File: src/rtl/inst_sram_loader_if.sv
// Byte-stream input and instruction-SRAM write port of the program loader.
// The loader takes the slave view; the byte source / SRAM side takes the master view.
interface inst_sram_loader_if;
  logic        in_valid;
  logic        in_ready;
  logic [7:0]  in_data;
  logic        in_last;
  logic        inst_sram_wen;
  logic [63:0] inst_sram_waddr;
  logic [31:0] inst_sram_wdata;
  logic        inst_sram_en_toif;

  modport master (
    output in_valid, in_data, in_last,
    input  in_ready, inst_sram_wen, inst_sram_waddr, inst_sram_wdata, inst_sram_en_toif
  );

  modport slave (
    input  in_valid, in_data, in_last,
    output in_ready, inst_sram_wen, inst_sram_waddr, inst_sram_wdata, inst_sram_en_toif
  );
endinterface

File: src/rtl/inst_sram_loader.sv
// Program loader ahead of mycpu_top: packs a little-endian byte stream into 32-bit words,
// writes them to instruction SRAM with the CPU held in reset, then releases the CPU.
module inst_sram_loader #(
  parameter int unsigned BASE_ADDR   = 1,
  parameter int unsigned MAX_WORDS   = 256,
  parameter int unsigned RELEASE_DLY = 2,
  parameter int unsigned CNT_W       = 9
) (
  input  logic              clk,
  input  logic              reset,
  input  logic              start,
  inst_sram_loader_if.slave bus,
  output logic              cpu_reset,
  output logic              load_done,
  output logic              overflow,
  output logic              partial,
  output logic [CNT_W-1:0]  word_count
);

  localparam int unsigned DlyW = $clog2(RELEASE_DLY + 1);

  typedef enum logic [2:0] {StIdle, StLoad, StFlush, StRelease, StRun, StError} state_e;

  state_e           state_q;
  logic [1:0]       byte_idx_q;
  logic [23:0]      acc_q;        // lower three bytes of the word being assembled
  logic [DlyW-1:0]  dly_q;
  logic             in_ready_q;
  logic             wen_q;
  logic             en_toif_q;
  logic [63:0]      waddr_q;
  logic [31:0]      wdata_q;
  logic             cpu_reset_q;
  logic             load_done_q;
  logic             overflow_q;
  logic             partial_q;
  logic [CNT_W-1:0] word_count_q;

  logic        accept;
  logic        word_done;
  logic        at_limit;
  logic [31:0] word;

  assign accept    = bus.in_valid && in_ready_q;
  assign word_done = accept && (bus.in_last || (byte_idx_q == 2'd3));
  assign at_limit  = (word_count_q == CNT_W'(MAX_WORDS));

  // Word as it stands once the current byte lands; unfilled upper bytes read as zero.
  always_comb begin
    unique case (byte_idx_q)
      2'd0:    word = {24'd0, bus.in_data};
      2'd1:    word = {16'd0, bus.in_data, acc_q[7:0]};
      2'd2:    word = {8'd0, bus.in_data, acc_q[15:0]};
      default: word = {bus.in_data, acc_q};
    endcase
  end

  always_ff @(posedge clk or posedge reset) begin
    if (reset) begin
      state_q      <= StIdle;
      byte_idx_q   <= 2'd0;
      acc_q        <= 24'd0;
      dly_q        <= '0;
      in_ready_q   <= 1'b0;
      wen_q        <= 1'b0;
      en_toif_q    <= 1'b0;
      waddr_q      <= 64'd0;
      wdata_q      <= 32'd0;
      cpu_reset_q  <= 1'b1;
      load_done_q  <= 1'b0;
      overflow_q   <= 1'b0;
      partial_q    <= 1'b0;
      word_count_q <= '0;
    end else begin
      wen_q <= 1'b0;
      unique case (state_q)
        StIdle, StRun, StError: begin
          if (start) begin
            state_q      <= StLoad;
            in_ready_q   <= 1'b1;
            cpu_reset_q  <= 1'b1;
            en_toif_q    <= 1'b0;
            load_done_q  <= 1'b0;
            byte_idx_q   <= 2'd0;
            word_count_q <= '0;
            overflow_q   <= 1'b0;
            partial_q    <= 1'b0;
          end
        end
        StLoad: begin
          if (accept) begin
            case (byte_idx_q)
              2'd0:    acc_q[7:0]   <= bus.in_data;
              2'd1:    acc_q[15:8]  <= bus.in_data;
              2'd2:    acc_q[23:16] <= bus.in_data;
              default: ;
            endcase
            byte_idx_q <= bus.in_last ? 2'd0 : byte_idx_q + 2'd1;
            // Past the limit, completed words are dropped but the stream keeps draining.
            if (word_done && at_limit) begin
              overflow_q <= 1'b1;
            end
            if (word_done && !at_limit) begin
              wen_q        <= 1'b1;
              waddr_q      <= 64'(BASE_ADDR) + 64'(word_count_q);
              wdata_q      <= word;
              word_count_q <= word_count_q + CNT_W'(1);
            end
            if (bus.in_last) begin
              in_ready_q <= 1'b0;
              if (byte_idx_q != 2'd3) begin
                partial_q <= 1'b1;
              end
              state_q <= at_limit ? StError : StFlush;
            end
          end
        end
        StFlush: begin
          state_q <= StRelease;
          dly_q   <= DlyW'(RELEASE_DLY);
        end
        StRelease: begin
          dly_q <= dly_q - DlyW'(1);
          if (dly_q == DlyW'(1)) begin
            state_q     <= StRun;
            cpu_reset_q <= 1'b0;
            en_toif_q   <= 1'b1;
            load_done_q <= 1'b1;
          end
        end
        default: state_q <= StIdle;
      endcase
    end
  end

  assign bus.in_ready          = in_ready_q;
  assign bus.inst_sram_wen     = wen_q;
  assign bus.inst_sram_waddr   = waddr_q;
  assign bus.inst_sram_wdata   = wdata_q;
  assign bus.inst_sram_en_toif = en_toif_q;
  assign cpu_reset             = cpu_reset_q;
  assign load_done             = load_done_q;
  assign overflow              = overflow_q;
  assign partial               = partial_q;
  assign word_count            = word_count_q;

endmodule

File: src/flat_wrapper.sv
// flat-port wrapper written by rule: the top's interface ports become plain ports
module inst_sram_loader_flat 
#(
  parameter int unsigned BASE_ADDR   = 1,
  parameter int unsigned MAX_WORDS   = 256,
  parameter int unsigned RELEASE_DLY = 2,
  parameter int unsigned CNT_W       = 9
)
  (clk, reset, start, cpu_reset, load_done, overflow, partial, word_count, bus_in_valid, bus_in_data, bus_in_last, bus_in_ready, bus_inst_sram_wen, bus_inst_sram_waddr, bus_inst_sram_wdata, bus_inst_sram_en_toif);
  inst_sram_loader_if bus_i ();
  input  logic clk;
  input  logic reset;
  input  logic start;
  output logic cpu_reset;
  output logic load_done;
  output logic overflow;
  output logic partial;
  output logic [CNT_W-1:0] word_count;
  input wire logic [$bits(bus_i.in_valid)-1:0] bus_in_valid;
  input wire logic [$bits(bus_i.in_data)-1:0] bus_in_data;
  input wire logic [$bits(bus_i.in_last)-1:0] bus_in_last;
  output wire logic [$bits(bus_i.in_ready)-1:0] bus_in_ready;
  output wire logic [$bits(bus_i.inst_sram_wen)-1:0] bus_inst_sram_wen;
  output wire logic [$bits(bus_i.inst_sram_waddr)-1:0] bus_inst_sram_waddr;
  output wire logic [$bits(bus_i.inst_sram_wdata)-1:0] bus_inst_sram_wdata;
  output wire logic [$bits(bus_i.inst_sram_en_toif)-1:0] bus_inst_sram_en_toif;
  assign bus_i.in_valid = bus_in_valid;
  assign bus_i.in_data = bus_in_data;
  assign bus_i.in_last = bus_in_last;
  assign bus_in_ready = bus_i.in_ready;
  assign bus_inst_sram_wen = bus_i.inst_sram_wen;
  assign bus_inst_sram_waddr = bus_i.inst_sram_waddr;
  assign bus_inst_sram_wdata = bus_i.inst_sram_wdata;
  assign bus_inst_sram_en_toif = bus_i.inst_sram_en_toif;
  inst_sram_loader #(.BASE_ADDR(BASE_ADDR), .MAX_WORDS(MAX_WORDS), .RELEASE_DLY(RELEASE_DLY), .CNT_W(CNT_W)) u_core (.clk(clk), .reset(reset), .start(start), .bus(bus_i), .cpu_reset(cpu_reset), .load_done(load_done), .overflow(overflow), .partial(partial), .word_count(word_count));
endmodule
File: config.mk
export PLATFORM = sky130hd
export DESIGN_NAME = inst_sram_loader_flat
export DESIGN_NICKNAME = d
export VERILOG_FILES = /design/src/rtl/inst_sram_loader_if.sv /design/src/rtl/inst_sram_loader.sv /design/src/flat_wrapper.sv
export SDC_FILE = /design/constraint.sdc
export NUM_CORES = 1
export LEC_CHECK = 0
export ABC_AREA = 1
export BUFFER_PORTS_ARGS = -buffer_cell sky130_fd_sc_hd__buf_2
export CORE_ASPECT_RATIO = 2
export CORE_MARGIN = 8
export CORE_UTILIZATION = 46
export CTS_BUF_LIST = sky130_fd_sc_hd__clkbuf_16
export DETAILED_ROUTE_END_ITERATION = 16
export PLACE_DENSITY = 0.77
export SYNTH_ARGS = -nofsm -noshare
export SYNTH_HDL_FRONTEND = slang
export SYNTH_SLANG_ARGS = --single-unit
File: constraint.sdc
create_clock -name clk -period 7.1 [get_ports clk]
set_input_delay 0 -clock clk [delete_from_list [all_inputs] [get_ports clk]]
set_output_delay 0 -clock clk [all_outputs]
set_load 0.02 [all_outputs]
# After elaboration in Yosys (flattened, before gate mapping)
# Cells that the tools add are included.
[totals] register_bits=142 input_bits=13 wordCells=95
[op_classes] n_addsub=4 n_eq_ne=18 mux=35 n_reduce_logical=23
[op_table] op="$pmux 32 s3" n=1
[op_table] op="$mux 9" n=3
[op_table] op="$pmux 9 s2" n=1
[op_table] op="$reduce_and 3->1" n=6
[op_table] op="$reduce_and 4->1" n=4
[op_table] op="$mux 3" n=5
[op_table] op="$mux 1" n=14
[op_table] op="$pmux 3 s4" n=1
[op_table] op="$add 1x9->10 const A" n=1
[op_table] op="$ne 2x1->1 const B" n=5
[op_table] op="$pmux 1 s2" n=5
[op_table] op="$add 9x1->9 const B" n=1
[op_table] op="$eq 9x9->1 const B" n=1
[op_table] op="$pmux 2 s2" n=2
[op_table] op="$eq 3x2->1 const B" n=2
[op_table] op="$eq 3x3->1 const B" n=2
[op_table] op="$mux 2" n=3
[op_table] op="$ne 2x2->1 const B" n=3
[op_table] op="$reduce_bool 2->1" n=3
[op_table] op="$reduce_and 5->1" n=1
[op_table] op="$eq 2x1->1 const B" n=2
[op_table] op="$eq 2x2->1 const B" n=2
[op_table] op="$logic_and 1x1->1" n=4
[op_table] op="$eq 3x1->1 const B" n=1
[op_table] op="7 further kinds" n=7

# Longest topological paths before layout
# Gate-level depths: netlist (run 1).
[logic_depth] depth_word=7 depth_mapped=10 mapped_depth_nobuf=9

# Worst setup path before layout (run 1)
# OpenSTA, ideal clock, no wires.
[synth_timing] path_type="register -> register" from="register u_core.word_count_q[0], in the netlist u_core.word_count[0]" to="register u_core.wdata_q[15], in the netlist u_core.bus.inst_sram_wdata[15]" setup_ns=0.133 arrival_time_ns=1.492 slack_ns=5.475 stages_incl_launch_ff=11 path_cell_list="dfrtp_1 inv_1 ha_1 nand2_1 nor2_2 nand2_2 nand3_4 buf_6 buf_6 nand2_1 o21ai_0"
[synth_between] elab_chain_len=4
[synth_lines] element="start: declaration" line_no="inst_sram_loader.sv:37" rtl="logic [CNT_W-1:0] word_count_q;"
[synth_lines] element="start signal: assignment" line_no="inst_sram_loader.sv:107" rtl="word_count_q <= word_count_q + CNT_W'(1);"
[synth_lines] element="$eq 9x9->1" line_no="inst_sram_loader.sv:46" rtl="assign at_limit = (word_count_q == CNT_W'(MAX_WORDS));"
[synth_lines] element="$logic_not 1->1" line_no="inst_sram_loader.sv:103" rtl="if (word_done && !at_limit) begin"
[synth_lines] element="$logic_and 1x1->1" line_no="inst_sram_loader.sv:103"
[synth_lines] element="$reduce_and 3->1 (no source line)"
[synth_lines] element="end signal: assignment" line_no="inst_sram_loader.sv:106" rtl="wdata_q <= word;"
[synth_lines] element="end: declaration" line_no="inst_sram_loader.sv:32" rtl="logic [31:0] wdata_q;"
# No other way between the ends.
# A chain may end at the register's enable or synchronous reset.

# Worst setup path in the final report (run 1)
[layout_timing] from="register u_core.word_count_q[0], in the netlist u_core.word_count[0]" to="register u_core.word_count_q[0], in the netlist u_core.word_count[0]"
[layout_between] elab_chain_len=5 elab_cells_between_ends=9 cone_classes="add/sub: 1; eq/ne: 2; mux: 3; reduce/logical: 3"
[layout_lines] element="branches (longest 5 deep; another with $add 9x1->9)"
# Parallel ways; which one is timed is not known. The select of a mux whose other input is x is not followed.

==> flow_summary.html, run 1 <==
<table>
<tr><th>Metric</th><th>Value</th></tr>
<tr><th colspan="2">Status</th></tr>
<tr><td>Status</td><td>finished clean</td></tr>
<tr><th colspan="2">Yosys</th></tr>
<tr><td>Share of the synthesized area in the top cell type</td><td>48.3%</td></tr>
<tr><td>Cells after synthesis</td><td>543</td></tr>
<tr><td>Total standard cell area after synthesis</td><td>4510 µm²</td></tr>
<tr><td>Count of synthesis-stage warnings from yosys</td><td>0</td></tr>
<tr><td>Share of the yosys chip area belonging to registers</td><td>48.8%</td></tr>
<tr><td>Library cells used by synthesis</td><td>29</td></tr>
<tr><td>Cell type contributing the most total cell area after synthesis</td><td>dfrtp_1</td></tr>
<tr><td>Total of flip-flops plus latches after synthesis</td><td>88</td></tr>
<tr><td>Synthesized area per cell</td><td>8.31 µm²</td></tr>
<tr><td>Synth top area cells</td><td>dfrtp_1 (48%), nand2_1 (15%), buf_4 (9.3%)</td></tr>
<tr><th colspan="2">Clock network</th></tr>
<tr><td>Number of buffers inserted by post-CTS setup repair</td><td>0</td></tr>
<tr><td>Root Buffer Master</td><td>clkbuf_16</td></tr>
<tr><td>H-tree levels</td><td>3</td></tr>
<tr><td>Number of sinks driven by the clock tree</td><td>88</td></tr>
<tr><td>Clock slew at the register clock pins of the worst setup and hold paths</td><td>0.06 ns</td></tr>
<tr><td>Number of buffers on the longest clock path</td><td>2</td></tr>
<tr><td>TritonCTS clock tree</td><td>yes</td></tr>
<tr><td>Later-pin clock latency in the skew report</td><td>0.33 ns</td></tr>
<tr><td>Post-cts sizing count</td><td>0</td></tr>
<tr><td>Clock buffer count from CTS</td><td>9</td></tr>
<tr><td>Number of hold buffers added after cts</td><td>9</td></tr>
<tr><th colspan="2">Placed design</th></tr>
<tr><td>Input/output buffers</td><td>70</td></tr>
<tr><td>Placement-stage worst setup slack</td><td>4.73 ns</td></tr>
<tr><td>HPWL Detailed</td><td>7.74 mm</td></tr>
<tr><td>GPL Wtd Cong</td><td>0.890</td></tr>
<tr><th colspan="2">Cells and area</th></tr>
<tr><td>Area taken by flip-flops and latches</td><td>2200 µm²</td></tr>
<tr><td>Number of nets in the final layout</td><td>639</td></tr>
<tr><td>Diode count</td><td>0</td></tr>
<tr><td>Growth of design area from synthesis to finish</td><td>12.9%</td></tr>
<tr><td>Layout filler cell count</td><td>889</td></tr>
<tr><td>Multi-input combinational cell area</td><td>1790 µm²</td></tr>
<tr><td>Fin util</td><td>52.8%</td></tr>
<tr><td>Fraction of layout cells with a size suffix above 1</td><td>17.2%</td></tr>
<tr><th colspan="2">Worst setup path</th></tr>
<tr><td>Setup CP Type</td><td>flop to flop</td></tr>
<tr><td>Max Fanout on Critical Path</td><td>67</td></tr>
<tr><td>Required time of the worst setup path</td><td>7.37 ns</td></tr>
<tr><td>Family of cells with the greatest summed delay on the critical path</td><td>simple AND/OR/NAND/NOR gates</td></tr>
<tr><td>Worst Setup Start Kind</td><td>flop</td></tr>
<tr><td>Data arrival at the endpoint of the critical path</td><td>2.65 ns</td></tr>
<tr><td>Largest stage delay, worst path</td><td>0.52 ns</td></tr>
<tr><td>Highest-delay cell along the critical path</td><td>nand3_4</td></tr>
<tr><td>Ordered cell list for the critical path</td><td>inv_1 -&gt; ha_1 -&gt; nand2_1 -&gt; nor2_2 -&gt; nand2_2 -&gt; nand3_4 -&gt; inv_2 -&gt; nand2_1 -&gt; nand2_1</td></tr>
<tr><td>Crit path buffers/inverters</td><td>2</td></tr>
<tr><td>Library cell appearing most often on the critical path</td><td>nand2_1</td></tr>
<tr><td>Endpoint type of the worst setup path</td><td>flop</td></tr>
<tr><th colspan="2">Floorplanning</th></tr>
<tr><td>Area of the die</td><td>13400 µm²</td></tr>
<tr><td>I/O pin count</td><td>125</td></tr>
<tr><td>Chip width</td><td>86.0 µm</td></tr>
<tr><td>Site Rows</td><td>51</td></tr>
<tr><td>Y dimension of the die</td><td>156 µm</td></tr>
<tr><td>Starting density of the core</td><td>46.8%</td></tr>
<tr><td>Core box area</td><td>9640 µm²</td></tr>
<tr><th colspan="2">STA</th></tr>
<tr><td>Min Tclk post-route</td><td>2.38 ns</td></tr>
<tr><td>Final worst path period share</td><td>33.5%</td></tr>
<tr><td>Count of final hold-check violations</td><td>0</td></tr>
<tr><td>Post-Route Setup TNS</td><td>0 ns</td></tr>
<tr><td>Worst Setup Slack, final</td><td>4.72 ns</td></tr>
<tr><td>Clock skew</td><td>0.00700 ns</td></tr>
<tr><td>Worst slew pin tran</td><td>0.854 ns</td></tr>
<tr><td>Number of endpoints failing setup at the final stage</td><td>0</td></tr>
<tr><td>WHS</td><td>0.0176 ns</td></tr>
<tr><td>FMAX</td><td>420 MHz</td></tr>
<tr><td>Setup repair after global routing missed its margin</td><td>false</td></tr>
<tr><td>Final Slew Violations</td><td>0</td></tr>
<tr><td>Worst slew slack as a fraction of its limit</td><td>43.1%</td></tr>
<tr><th colspan="2">Route</th></tr>
<tr><td>WL final</td><td>10.2 mm</td></tr>
<tr><td>DR iter-0 viols</td><td>172</td></tr>
<tr><td>Vias</td><td>3558</td></tr>
<tr><td>Avg Vias per Cell</td><td>4.72</td></tr>
<tr><td>Wire length per cell</td><td>13.5 µm</td></tr>
<tr><td>ANT nets after route</td><td>0</td></tr>
<tr><td>Count of TritonRoute iterations in the first routing pass</td><td>4</td></tr>
<tr><td>Residual DRC</td><td>0</td></tr>
<tr><th colspan="2">Pwr</th></tr>
<tr><td>Part of the total power dissipated in combinational logic</td><td>33.8%</td></tr>
<tr><td>Leakage power of the design</td><td>2.87 nW</td></tr>
<tr><td>Total power density per cell area</td><td>360 nW/µm²</td></tr>
<tr><td>Peak VDD IR</td><td>0.186 mV</td></tr>
<tr><td>Sequential cell fraction of total power</td><td>40.0%</td></tr>
<tr><td>Int Pwr</td><td>1.13 mW</td></tr>
<tr><td>Total power</td><td>1.83 mW</td></tr>
<tr><td>Net switching power</td><td>0.701 mW</td></tr>
<tr><td>Power share of the clock group</td><td>26.2%</td></tr>
<tr><td>Switching Fraction</td><td>38.2%</td></tr>
<tr><th colspan="2">Global route</th></tr>
<tr><td>Maximum number of pins on one net before global-route repair</td><td>71</td></tr>
<tr><td>Number of global-route vias before repair</td><td>3543</td></tr>
<tr><td>Most Crowded Layer GR</td><td>met2</td></tr>
<tr><td>Congestion Overflow GR</td><td>0</td></tr>
<tr><td>Number of antenna violations at the first check in global routing</td><td>0</td></tr>
<tr><td>Overall track demand over capacity in global routing</td><td>15.4%</td></tr>
<tr><td>Met3 routing resource usage after global routing</td><td>3.80%</td></tr>
<tr><td>First-pass GRT wire length</td><td>16.5 mm</td></tr>
<tr><td>Routing usage on met1</td><td>17.2%</td></tr>
<tr><td>Met2 demand-to-capacity share in global routing</td><td>26.4%</td></tr>
<tr><th colspan="2">Hold path</th></tr>
<tr><td>Worst Hold Class</td><td>input pin to flop</td></tr>
<tr><th colspan="2">Run</th></tr>
<tr><td>Max-Cap Viols</td><td>0</td></tr>
</table>
-- layout by cell type (no fill, tap or decap), drive strengths merged, types with 2 or more instances in the layout --
master       count
nor3             3
nand3           15
buf             71
bufinv           2
dlygate4sd3      9
dfrtp           87
nand2          191
a21oi           16
a22oi            4
nand4            2
clkbuf           9
inv             49
o21ai           63
ha               8
xor2             4
nor2            30
conb            54
-- flip-flops by register name, indices dropped and copies added, names as in the netlist --
| signal | flops |
|---|---|
| u_core.acc_q | 24 |
| u_core.bus.in_ready | 1 |
| u_core.bus.inst_sram_waddr | 10 |
| u_core.bus.inst_sram_wdata | 32 |
| u_core.bus.inst_sram_wen | 1 |
| u_core.byte_idx_q | 2 |
| u_core.cpu_reset | 1 |
| u_core.dly_q | 2 |
| u_core.load_done | 1 |
| u_core.overflow | 1 |
| u_core.partial | 1 |
| u_core.state_q | 3 |
| u_core.word_count | 9 |
-- worst paths after layout --
kind / start / cells after the start / to / slack (ns)
max: u_core.word_count[0]$_DFFE_PP0P_ / 9 / u_core.word_count[0]$_DFFE_PP0P_ / 4.72
min: bus_in_last / 4 / u_core.bus.in_ready$_DFFE_PP0P_ / 0.02
max reg2reg: u_core.word_count[0]$_DFFE_PP0P_ / 9 / u_core.word_count[0]$_DFFE_PP0P_ / 4.72
min reg2reg: u_core.bus.inst_sram_wdata[4]$_DFFE_PP0P_ / 2 / u_core.bus.inst_sram_wdata[4]$_DFFE_PP0P_ / 0.47
max in group asynchronous: reset / 4 / u_core.bus.inst_sram_wen$_DFF_PP0_ / 5.78
min in group asynchronous: reset / 3 / u_core.bus.in_ready$_DFFE_PP0P_ / 0.17
-- per-layer routing --
layer	wire length [µm]	vias to the layer above
met1	3980	1668
li1	-	1741
met5	0	-
met4	213	0
met2	5220	134
met3	757	15
-- Yosys cell counts --
cell type    n
inv_2        7
buf_6        9
a2bb2oi_1    1
clkbuf_1     4
o21ai_0     30
nand3_2      1
dfrtp_1     87
nor2_2       2
inv_1       39
inv_4        1
buf_4       56
nand2_4      3
ha_1         8
nand2_1    185
o21ai_2      3
nand4_1      2
o21ai_1     30
nor3_1       3
nor2_8       1
nand2_2      3
xor2_1       4
a21oi_1     16
a22oi_1      4
nand3_1     13
nor2_1      27
conb_1       1
nand3_4      1
o22ai_1      1
dfstp_2      1
-- worst min-delay path: stages --
cell and delay (ns):
buf_2 0.12, inv_1 0.06, o21ai_0 0.08, nand2_1 0.06
-- area by class of cell --
class	instances	share of cell area, %
inverter	47	3.54
sequential	88	43.3
clock inverter	6	1.55
clock buffer	9	4.42
timing repair buffer	80	8.80
multi-input combinational	392	35.2
tap	132	3.24
-- power groups by stage --
stage                     logic, mW  registers (mW)  clock network, mW
after floorplan               0.405           0.807                  0
after global placement        0.598           0.732                  0
after detailed placement      0.617           0.740                  0
after CTS                     0.626           0.732              0.489
after global routing          0.688           0.750              0.510
final                         0.620           0.734              0.481
-- cell families (layout without fill, tap and decap cells) --
family                   after synthesis  after routing  share of synthesized area, %
adder cells (fa/ha/maj)                8              8                          2.22
buffers and inverters                116            142                          15.9
flip-flops                            88             88                          48.8
other                                  1             54                        0.0831
AND/OR/NAND/NOR                      241            241                          22.2
XOR/XNOR                               4              4                         0.777
AO/OA/AOI/OAI                         85             85                          10.0
-- stage by stage --
| step | std cells | cell area (µm²) |
|---|---|---|
| global placement | 730 | 4700 |
| finish | 754 | 5090 |
| global route | 754 | 5090 |
| CTS | 754 | 5090 |
| floorplan | 596 | 4710 |
| detailed placement | 730 | 4700 |
Power figures use the tool's default switching activity.
==> run 2, diff against run 1 <==
Settings changed: PLACE_DENSITY 0.77 to 0.79.
Clock period 7.1 ns to 2.1 ns, I/O delays scaled along.
==> flow_summary.html, run 2 (synthesized netlist as in run 1, its figures left out) <==
<table>
<tr><th>Metric</th><th>Value</th></tr>
<tr><th colspan="2">Global route</th></tr>
<tr><td>Overall track demand over capacity in global routing</td><td>16.2%</td></tr>
<tr><td>Routing usage on met1</td><td>18.0%</td></tr>
<tr><td>Number of global-route vias before repair</td><td>3716</td></tr>
<tr><td>Met3 routing resource usage after global routing</td><td>3.80%</td></tr>
<tr><td>Met2 demand-to-capacity share in global routing</td><td>27.5%</td></tr>
<tr><td>Most Crowded Layer GR</td><td>met2</td></tr>
<tr><td>Congestion Overflow GR</td><td>0</td></tr>
<tr><td>First-pass GRT wire length</td><td>17.4 mm</td></tr>
<tr><td>Number of antenna violations at the first check in global routing</td><td>0</td></tr>
<tr><td>Maximum number of pins on one net before global-route repair</td><td>62</td></tr>
<tr><th colspan="2">Cells and area</th></tr>
<tr><td>Fraction of layout cells with a size suffix above 1</td><td>17.7%</td></tr>
<tr><td>Fin util</td><td>53.4%</td></tr>
<tr><td>Number of nets in the final layout</td><td>643</td></tr>
<tr><td>Diode count</td><td>0</td></tr>
<tr><td>Most frequent cells in the layout</td><td>nand2_1 (185), dfrtp_1 (87), buf_2 (70)</td></tr>
<tr><td>Growth of design area from synthesis to finish</td><td>14.1%</td></tr>
<tr><td>Layout filler cell count</td><td>875</td></tr>
<tr><td>Leading cell type in the layout, fill and taps excluded</td><td>nand2_1</td></tr>
<tr><td>Max reg flops</td><td>32</td></tr>
<tr><th colspan="2">Worst setup path</th></tr>
<tr><td>Setup CP Type</td><td>flop to flop</td></tr>
<tr><td>Max Fanout on Critical Path</td><td>19</td></tr>
<tr><td>Worst Setup Start Kind</td><td>flop</td></tr>
<tr><td>Data arrival at the endpoint of the critical path</td><td>2.12 ns</td></tr>
<tr><td>Ordered cell list for the critical path</td><td>inv_1 -&gt; ha_1 -&gt; nand2_1 -&gt; nor2_2 -&gt; nand2_2 -&gt; nand3_4 -&gt; inv_2 -&gt; nand2_1 -&gt; nand2_1</td></tr>
<tr><td>Largest stage delay, worst path</td><td>0.48 ns</td></tr>
<tr><td>Crit path buffers/inverters</td><td>2</td></tr>
<tr><td>Family of cells with the greatest summed delay on the critical path</td><td>simple AND/OR/NAND/NOR gates</td></tr>
<tr><td>Library cell appearing most often on the critical path</td><td>nand2_1</td></tr>
<tr><td>Required time of the worst setup path</td><td>2.37 ns</td></tr>
<tr><td>Highest-delay cell along the critical path</td><td>dfrtp_1</td></tr>
<tr><td>Endpoint type of the worst setup path</td><td>flop</td></tr>
<tr><th colspan="2">Clock network</th></tr>
<tr><td>Root Buffer Master</td><td>clkbuf_16</td></tr>
<tr><td>Number of buffers inserted by post-CTS setup repair</td><td>0</td></tr>
<tr><td>Later-pin clock latency in the skew report</td><td>0.34 ns</td></tr>
<tr><td>TritonCTS clock tree</td><td>yes</td></tr>
<tr><td>Number of sinks driven by the clock tree</td><td>88</td></tr>
<tr><td>Clock slew at the register clock pins of the worst setup and hold paths</td><td>0.06 ns</td></tr>
<tr><td>Number of buffers on the longest clock path</td><td>2</td></tr>
<tr><td>H-tree levels</td><td>3</td></tr>
<tr><td>Clock buffer count from CTS</td><td>9</td></tr>
<tr><th colspan="2">Route</th></tr>
<tr><td>ANT nets after route</td><td>0</td></tr>
<tr><td>DR iter-0 viols</td><td>214</td></tr>
<tr><td>Avg Vias per Cell</td><td>4.79</td></tr>
<tr><td>Residual DRC</td><td>0</td></tr>
<tr><td>Vias</td><td>3639</td></tr>
<tr><td>WL final</td><td>10.4 mm</td></tr>
<tr><td>Wire length per cell</td><td>13.7 µm</td></tr>
<tr><td>Count of TritonRoute iterations in the first routing pass</td><td>4</td></tr>
<tr><th colspan="2">Floorplanning</th></tr>
<tr><td>Site Rows</td><td>51</td></tr>
<tr><td>Y dimension of the die</td><td>156 µm</td></tr>
<tr><td>Starting density of the core</td><td>46.8%</td></tr>
<tr><td>Chip width</td><td>86.0 µm</td></tr>
<tr><td>Area of the die</td><td>13400 µm²</td></tr>
<tr><td>I/O pin count</td><td>125</td></tr>
<tr><td>Core box area</td><td>9640 µm²</td></tr>
<tr><th colspan="2">STA</th></tr>
<tr><td>Post-Route Setup TNS</td><td>0 ns</td></tr>
<tr><td>Min Tclk post-route</td><td>1.85 ns</td></tr>
<tr><td>Number of endpoints failing setup at the final stage</td><td>0</td></tr>
<tr><td>Setup repair after global routing missed its margin</td><td>false</td></tr>
<tr><td>Worst Setup Slack, final</td><td>0.253 ns</td></tr>
<tr><td>Worst slew pin tran</td><td>0.768 ns</td></tr>
<tr><td>Final worst path period share</td><td>87.9%</td></tr>
<tr><td>Count of final hold-check violations</td><td>0</td></tr>
<tr><td>FMAX</td><td>541 MHz</td></tr>
<tr><td>WHS</td><td>0.0294 ns</td></tr>
<tr><td>Worst slew slack as a fraction of its limit</td><td>48.7%</td></tr>
<tr><td>Final Slew Violations</td><td>0</td></tr>
<tr><td>Clock skew</td><td>0.00795 ns</td></tr>
<tr><th colspan="2">Pwr</th></tr>
<tr><td>Leakage power of the design</td><td>2.89 nW</td></tr>
<tr><td>Peak VDD IR</td><td>0.541 mV</td></tr>
<tr><td>Total power density per cell area</td><td>1200 nW/µm²</td></tr>
<tr><th colspan="2">Status</th></tr>
<tr><td>Status</td><td>finished clean</td></tr>
<tr><th colspan="2">Placed design</th></tr>
<tr><td>HPWL Detailed</td><td>7.90 mm</td></tr>
<tr><td>Placement-stage worst setup slack</td><td>0.312 ns</td></tr>
<tr><td>GPL Wtd Cong</td><td>0.836</td></tr>
<tr><td>Input/output buffers</td><td>70</td></tr>
<tr><th colspan="2">Hold path</th></tr>
<tr><td>Worst Hold Class</td><td>input pin to flop</td></tr>
<tr><th colspan="2">Run</th></tr>
<tr><td>Max-Cap Viols</td><td>0</td></tr>
</table>
## run 2: cell types whose count changed in the layout (fill, tap and decap cells not counted), sizes merged
| cell | delta |
|---|---|
| buf | +3 |
| bufinv | -1 |
| clkinv | +4 |
| clkinvlp | +1 |
| dlygate4sd3 | +1 |
| inv | -3 |
## run 2: layout make-up
type                            count  area, µm²  share of cell area (%)
Clock buffer                        9        225                    4.38
Multi-Input combinational cell    392       1790                    34.8
Inverter                           47        183                    3.55
Clock inverter                      7       62.6                    1.22
Timing Repair Buffer               84        518                    10.1
Tap cell                          132        165                    3.21
Sequential cell                    88       2200                    42.8
## run 2: routing by layer
layer | routed length (µm) | vias to the layer above
li1 | - | 1754
met3 | 792 | 22
met5 | 0 | -
met2 | 5310 | 141
met1 | 4020 | 1722
met4 | 297 | 0
## run 2: power breakdown
| part | switching, mW | internal (mW) |
|---|---|---|
| clock network | 0.643 | 0.909 |
| logic | 1.45 | 0.661 |
| registers | 0.332 | 2.17 |
| total | 2.43 | 3.74 |
## run 2: repair_timing
action,in CTS,in global routing
setup endpoints to repair,0,0
endpoints found under the hold margin,49,0
hold buffers,10,0
gates resized for setup,0,0
## run 2: metrics by stage
step / std cells / instance area, µm² / total power [mW]
6_report: 759 / 5150 / 6.17
5_1_grt: 759 / 5150 / 6.58
4_1_cts: 759 / 5150 / 6.20
3_5_place_dp: 733 / 4760 / 4.62
3_3_place_gp: 733 / 4760 / 4.54
2_1_floorplan: 596 / 4710 / 4.10
## run 2: path summary, 6_finish.rpt
path | endpoint | start | slack (ns) | cells past startpoint
max in group asynchronous | u_core.cpu_reset$_DFFE_PP1P_ | reset | 1.07 | 4
hold reg to reg | u_core.bus.inst_sram_wdata[25]$_DFFE_PP0P_ | u_core.bus.inst_sram_wdata[25]$_DFFE_PP0P_ | 0.47 | 2
hold / removal | u_core.bus.in_ready$_DFFE_PP0P_ | start | 0.03 | 3
setup / recovery | u_core.word_count[3]$_DFFE_PP0P_ | u_core.word_count[0]$_DFFE_PP0P_ | 0.25 | 9
setup reg to reg | u_core.word_count[3]$_DFFE_PP0P_ | u_core.word_count[0]$_DFFE_PP0P_ | 0.25 | 9
min in group asynchronous | u_core.bus.inst_sram_wdata[26]$_DFFE_PP0P_ | reset | 0.34 | 3
## run 2: worst reg2reg max path, stage by stage, from the launching register on
cell,delay (ns)
dfrtp_1,0.48
inv_1,0.12
ha_1,0.25
nand2_1,0.10
nor2_2,0.06
nand2_2,0.09
nand3_4,0.13
inv_2,0.29
nand2_1,0.16
nand2_1,0.11
